===== src/rtl/test_harness_pkg.sv =====
// Shared definitions for the UART-controlled pulse test harness.
// Holds the packet layout (40-bit message, header byte, 32-bit payload),
// the header codes, the parameter field positions inside the payload and
// the state encodings used by the receiver and the pulse state machine.
package test_harness_pkg;

  // Packet layout: byte 0 is the header, bytes 1..4 are the payload.
  localparam int MSG_W   = 40;
  localparam int HDR_LSB = 0;
  localparam int HDR_W   = 8;
  localparam int PAY_LSB = 8;
  localparam int PAY_W   = 32;

  // One UART frame per byte: start + 8 data + stop.
  localparam int FRAME_BITS = 10;
  localparam int RESP_BYTES = MSG_W / 8;
  localparam int FRAME_W    = FRAME_BITS * RESP_BYTES;

  localparam logic [7:0] HDR_MEM_PARAMS = 8'h01;
  localparam logic [7:0] HDR_SYS_STATUS = 8'h02;
  localparam logic [7:0] HDR_DONE       = 8'h03;

  // Field positions inside the payload.
  localparam int P_NO_NUMS_LSB = 0;
  localparam int P_TEST_MODE   = 8;
  localparam int P_WIDTH_LSB   = 16;
  localparam int P_GAP_LSB     = 24;
  localparam int P_RUN_BIT     = 0;

  typedef enum logic [1:0] {ST_IDLE, ST_HIGH, ST_GAP, ST_REPORT} run_state_t;
  typedef enum logic [1:0] {RX_IDLE, RX_START, RX_DATA, RX_STOP} rx_state_t;

  // A programmed width/gap of zero behaves as one cycle.
  function automatic logic [7:0] at_least_one(input logic [7:0] v);
    return (v == 8'd0) ? 8'd1 : v;
  endfunction

endpackage


===== src/rtl/test_harness_if.sv =====
// Received-byte stream between the UART receiver and the packet assembler.
//   byte_valid : one-cycle strobe, byte_data holds a byte with a good stop bit
//   byte_data  : received byte (valid with byte_valid)
//   frame_err  : one-cycle strobe, a byte ended with its stop bit sampled low
interface test_harness_if;
  logic       byte_valid;
  logic [7:0] byte_data;
  logic       frame_err;

  modport master (output byte_valid, byte_data, frame_err);
  modport slave  (input  byte_valid, byte_data, frame_err);
endinterface


===== src/rtl/test_harness_uart_rx.sv =====
// 8N1 UART receiver.
//   clk, rst  : clock and synchronous active-high reset
//   i_rx_pin  : asynchronous serial input, idle high
//   rx_bus    : byte stream out (byte_valid / byte_data / frame_err strobes)
// The line is double-flopped, a falling edge arms the receiver, the start bit
// is re-checked at its centre and every following bit is sampled at its centre.
module uart_rx
  import test_harness_pkg::*;
#(
  parameter int CLKS_PER_BAUD = 1250
) (
  input  logic           clk,
  input  logic           rst,
  input  logic           i_rx_pin,
  test_harness_if.master rx_bus
);
  localparam int CNT_W = $clog2(CLKS_PER_BAUD);
  localparam logic [CNT_W-1:0] BIT_LAST  = CNT_W'(CLKS_PER_BAUD - 1);
  localparam logic [CNT_W-1:0] HALF_LAST = CNT_W'(CLKS_PER_BAUD / 2 - 1);

  logic             r_sync1, r_sync2, r_prev;
  rx_state_t        r_state;
  logic [CNT_W-1:0] r_cnt;
  logic [2:0]       r_bit_idx;
  logic [7:0]       r_shift;
  logic             r_byte_valid, r_frame_err;

  always_ff @(posedge clk) begin
    if (rst) begin
      r_sync1      <= 1'b1;
      r_sync2      <= 1'b1;
      r_prev       <= 1'b1;
      r_state      <= RX_IDLE;
      r_cnt        <= '0;
      r_bit_idx    <= '0;
      r_shift      <= '0;
      r_byte_valid <= 1'b0;
      r_frame_err  <= 1'b0;
    end else begin
      r_sync1      <= i_rx_pin;
      r_sync2      <= r_sync1;
      r_prev       <= r_sync2;
      r_byte_valid <= 1'b0;
      r_frame_err  <= 1'b0;
      case (r_state)
        RX_IDLE: begin
          if (r_prev && !r_sync2) begin
            r_state <= RX_START;
            r_cnt   <= HALF_LAST;
          end
        end
        RX_START: begin
          if (r_cnt == '0) begin
            // A glitch that is high again at mid-bit is not a start bit.
            if (!r_sync2) begin
              r_state   <= RX_DATA;
              r_cnt     <= BIT_LAST;
              r_bit_idx <= '0;
            end else begin
              r_state <= RX_IDLE;
            end
          end else begin
            r_cnt <= r_cnt - 1'b1;
          end
        end
        RX_DATA: begin
          if (r_cnt == '0) begin
            r_shift   <= {r_sync2, r_shift[7:1]};   // LSB arrives first
            r_cnt     <= BIT_LAST;
            r_bit_idx <= r_bit_idx + 1'b1;
            if (r_bit_idx == 3'd7) r_state <= RX_STOP;
          end else begin
            r_cnt <= r_cnt - 1'b1;
          end
        end
        RX_STOP: begin
          if (r_cnt == '0) begin
            r_byte_valid <= r_sync2;
            r_frame_err  <= !r_sync2;
            r_state      <= RX_IDLE;
          end else begin
            r_cnt <= r_cnt - 1'b1;
          end
        end
        default: r_state <= RX_IDLE;
      endcase
    end
  end

  assign rx_bus.byte_valid = r_byte_valid;
  assign rx_bus.byte_data  = r_shift;
  assign rx_bus.frame_err  = r_frame_err;
endmodule


===== src/flat_wrapper.sv =====
// flat-port wrapper written by rule: the top's interface ports become plain ports
module uart_rx_flat import test_harness_pkg::*;
#(
  parameter int CLKS_PER_BAUD = 1250
)
  (clk, rst, i_rx_pin, rx_bus_byte_valid, rx_bus_byte_data, rx_bus_frame_err);
  test_harness_if rx_bus_i ();
  input  logic clk;
  input  logic rst;
  input  logic i_rx_pin;
  output wire logic [$bits(rx_bus_i.byte_valid)-1:0] rx_bus_byte_valid;
  output wire logic [$bits(rx_bus_i.byte_data)-1:0] rx_bus_byte_data;
  output wire logic [$bits(rx_bus_i.frame_err)-1:0] rx_bus_frame_err;
  assign rx_bus_byte_valid = rx_bus_i.byte_valid;
  assign rx_bus_byte_data = rx_bus_i.byte_data;
  assign rx_bus_frame_err = rx_bus_i.frame_err;
  uart_rx #(.CLKS_PER_BAUD(CLKS_PER_BAUD)) u_core (.clk(clk), .rst(rst), .i_rx_pin(i_rx_pin), .rx_bus(rx_bus_i));
endmodule

===== config.mk =====
export PLATFORM = sky130hd
export DESIGN_NAME = uart_rx_flat
export DESIGN_NICKNAME = d
export VERILOG_FILES = /design/src/rtl/test_harness_pkg.sv /design/src/rtl/test_harness_if.sv /design/src/rtl/test_harness_uart_rx.sv /design/src/flat_wrapper.sv
export SDC_FILE = /design/constraint.sdc
export NUM_CORES = 1
export LEC_CHECK = 0
export CORE_UTILIZATION = 56
export DETAILED_ROUTE_END_ITERATION = 10
export MAX_ROUTING_LAYER = met4
export PLACE_DENSITY = 0.76
export SLEW_MARGIN = 10
export SYNTH_ARGS = -nofsm -noshare
export SYNTH_HDL_FRONTEND = slang
export SYNTH_SLANG_ARGS = --single-unit

===== constraint.sdc =====
create_clock -name clk -period 2.34 [get_ports clk]
set_input_delay 0.351 -clock clk [delete_from_list [all_inputs] [get_ports clk]]
set_output_delay 0.351 -clock clk [all_outputs]
set_load 0.005 [all_outputs]

==> results.toml, run 1 <==
[status]
status = "finished clean"

[route]
via_count = 1409
firstDrtPassIters = 4
wl_um = 3268
drcViolationCount = 0
drt_iter0_markers = 52
vias_per_cell = 6.047
ant_nets = 0
wl_per_cell_um = 14.03

[sta]
post-route-min-period_ns = 2.149
rsz0062_at_grt = "false"
fin_worst_skew_ns = 0.008586
worst_pin_slew_ns = 0.7261
finalSetupViolations = 0
slew_violations = 0
finalHoldViolCount = 0
timing.final.crit_share_pct = 91.85
fmax_mhz = 465.3
maxSlewHeadroom_pct = 51.08
totalNegativeSetupSlack_ns = 0

[critical_path]
cp_data_arrival_time_ns = 2.36
worst_setup_path_start_kind = "register"
r2r_end = "u_core.r_cnt[10]"
r2r_slack_ns = 0.19
cpMaxStageDelayCell = "or4_1"
rr_startpoint = "u_core.r_cnt[6]"
reg2regPathDepth = 5
endpoint_kind = "register"
critPathMaxFanout = 7
path_class = "reg2reg"
crit_required_ns = 2.56
max_stage_delay_ns = 0.68
crit_chain = "or4_1, or3_4, o21ai_2, o221ai_1, o41ai_1"

[grt]
grt.total_usage_pct = 27.67
first_global_vias = 1260
grt_antenna_before_repair = 0
grt_pass1_wl_um = 5533
grt-ovfl-total = 0
grt_max_degree = 18

[floorplanning]
die_h_um = 54.36
io_pins = 13
die_w_um = 54.36
die-area_mm2 = 0.002955
fp-row-count = 18
initial_core_util_pct = 60.32
coreArea_mm2 = 0.002545

[hold_path]
worstHoldPathType = "reg2reg"
hold_start = "u_core.r_sync1"
min_to = "u_core.r_sync2"
min_path_cells = 1

[run]
max_cap_violations = 0

[cts]
clkTransAtPathRegs_ns = 0.09
cts_hold_buf = 0
post-cts-setup-buffers = 0
cts_tree = "done"
cts_buffers = 5
clock_sinks = 29
clkLatencyLatePin_ns = 0.33
cts_resized = 0
cts_buffer_depth = 2
h-tree-depth = 2
root_buffer = "clkbuf_4"

[power_and_ir_drop]
power.total_mw = 1.460
switching_share_pct = 40.58
intPower_mw = 0.8676
p_clk_share_pct = 19.3
seqPwrFrac_pct = 39.1
ir_drop_mv = 0.7928
leakage_nw = 0.6842
p_sw_mw = 0.5925
p_per_area_mw_per_mm2 = 833.5
combPwrFrac_pct = 41.6

[yosys]
syn_avg_cell_area_um2 = 8.298
synth_area_leaders = "dfxtp_1 38%, a21oi_1 7.5%, ha_1 6.5%, nand2_1 5.1%, nor2_1 4.9%"
ys_ff_latch = 29
yosysTopAreaCell = "dfxtp_1"
synth_cells = 185
synth_top_area_share_pct = 37.82
ys_warn_count = 0
yosysSeqAreaShare_pct = 37.82
synth-edff-count = 0
syn_area_mm2 = 0.001535
synth_ff_type = "dfxtp_1"
synth_compound_area_share_pct = 23.47
synthArstFlopShare_pct = 0
muxShareOfSynthArea_pct = 0.6520
synth_top_family_by_area = "simple AND/OR/NAND/NOR gates"
synth.distinct_cells = 43
yosys.area_share.simple_pct = 26.65
synth_xor_area_share_pct = 0
synth_fa_ha_area_share_pct = 6.520
syn_nets = 196

[final_layout]
drive_gt1_share_pct = 13.30
final_cell_mix = "29 x dfxtp_1, 23 x a21oi_1, 21 x nand2_1"
final_common_cell = "dfxtp_1"
area_delta_synth_final_pct = 14.10
design_area_mm2 = 0.001752
fin_cells = 233
final_core_util_pct = 68.83
fin_nets = 213
antenna_cells = 0

[placed_design]
gp_congestion = 0.8935
port_buffers = 12
dp.cells = 225
dp_hpwl_um = 2450
dpl_cell_area_mm2 = 0.001700
cell usage after synthesis (all sizes together) (2+ instances only):
cell     n
a21o     4
a211oi   3
nor3b    3
nand2   21
dfxtp   29
a21oi   23
o21ai    5
nor2    21
o41ai    4
or3      3
nor3     4
or4      3
inv      8
o221ai   2
ha       8
or2      3
nand4    2
buf      4
nor4     4
clkbuf   5
nor4b    2
nor2b    2
nand3    9
logic make-up (layout without fill, tap and decap cells):
group | Yosys count | after routing
AOI/OAI and AO/OA | 49 | 49
adders and majority gates | 8 | 8
buffers and inverters | 17 | 35
muxes | 1 | 1
DFF | 29 | 29
and+or+nand+nor | 81 | 81
stage by stage:
stage	hold slack, ns	setup slack, ns
finish	0.4427	0.1908
global route	0.4685	0.05185
CTS	0.4466	0.1938
detailed placement	0.4195	0.2135
global placement	0.3924	0.2475
floorplan	0.3895	0.2842
cell type report:
| type | count | area, µm² |
|---|---|---|
| multi-input combinational | 139 | 879.6 |
| fill | 218 | 793.3 |
| sequential | 29 | 580.6 |
| tap | 30 | 37.54 |
| timing repair buffer | 19 | 172.7 |
| clock buffer | 6 | 41.29 |
| inverter | 8 | 30.03 |
| clock inverter | 2 | 10.01 |
critical path, delay by kind of cell, from the launching register on:
family / cells / cell delay [ns]
flip-flops: 1 / 0.36
AND/OR/NAND/NOR: 2 / 1.18
AO/OA/AOI/OAI: 3 / 0.51
metal layers:
layer  wire [µm]  vias to the layer above  track usage (%)
met3         231                        7            11.39
met1        1519                      654            34.86
met2        1454                       46            39.02
li1            -                      702                -
met4          63                        0            10.68
met5           0                        -                -
how the worst max path moves through the flow:
stage / endpoint / depth (start not counted) / start / slack (ns)
detailed placement: u_core.r_state[0] / 5 / u_core.r_cnt[6] / 0.21
global route: u_core.rx_bus.byte_data[4] / 6 / u_core.r_cnt[2] / 0.05
global placement: u_core.r_cnt[2] / 5 / u_core.r_cnt[6] / 0.25
CTS: u_core.r_state[0] / 5 / u_core.r_cnt[6] / 0.19
finish: u_core.r_cnt[10] / 5 / u_core.r_cnt[6] / 0.19
floorplan: u_core.r_cnt[2] / 7 / u_core.r_cnt[6] / 0.28
power groups by stage:
stage / Sequential (mW) / Combinational (mW) / Clock, mW
detailed placement: 0.581 / 0.599 / 0
CTS: 0.570 / 0.602 / 0.290
global placement: 0.579 / 0.575 / 0
finish: 0.571 / 0.607 / 0.281
global route: 0.577 / 0.680 / 0.314
floorplan: 0.570 / 0.494 / 0
state kept, by name, indices dropped and copies added (netlist names), named ones only:
name and count:
u_core.rx_bus.frame_err 1, u_core.rx_bus.byte_data 8, u_core.r_sync2 1, u_core.r_state 1
u_core.rx_bus.byte_valid 1, u_core.r_sync1 1, u_core.r_prev 1, u_core.r_cnt 11
u_core.r_bit_idx 3
No activity file was read; power rests on OpenSTA's default activity.
==> run 2, diff against run 1 <==
- CORE_MARGIN: unset -> 1
==> results of run 2 <==
Same layout as run 1: the final DEF is identical, and so are final timing and power.
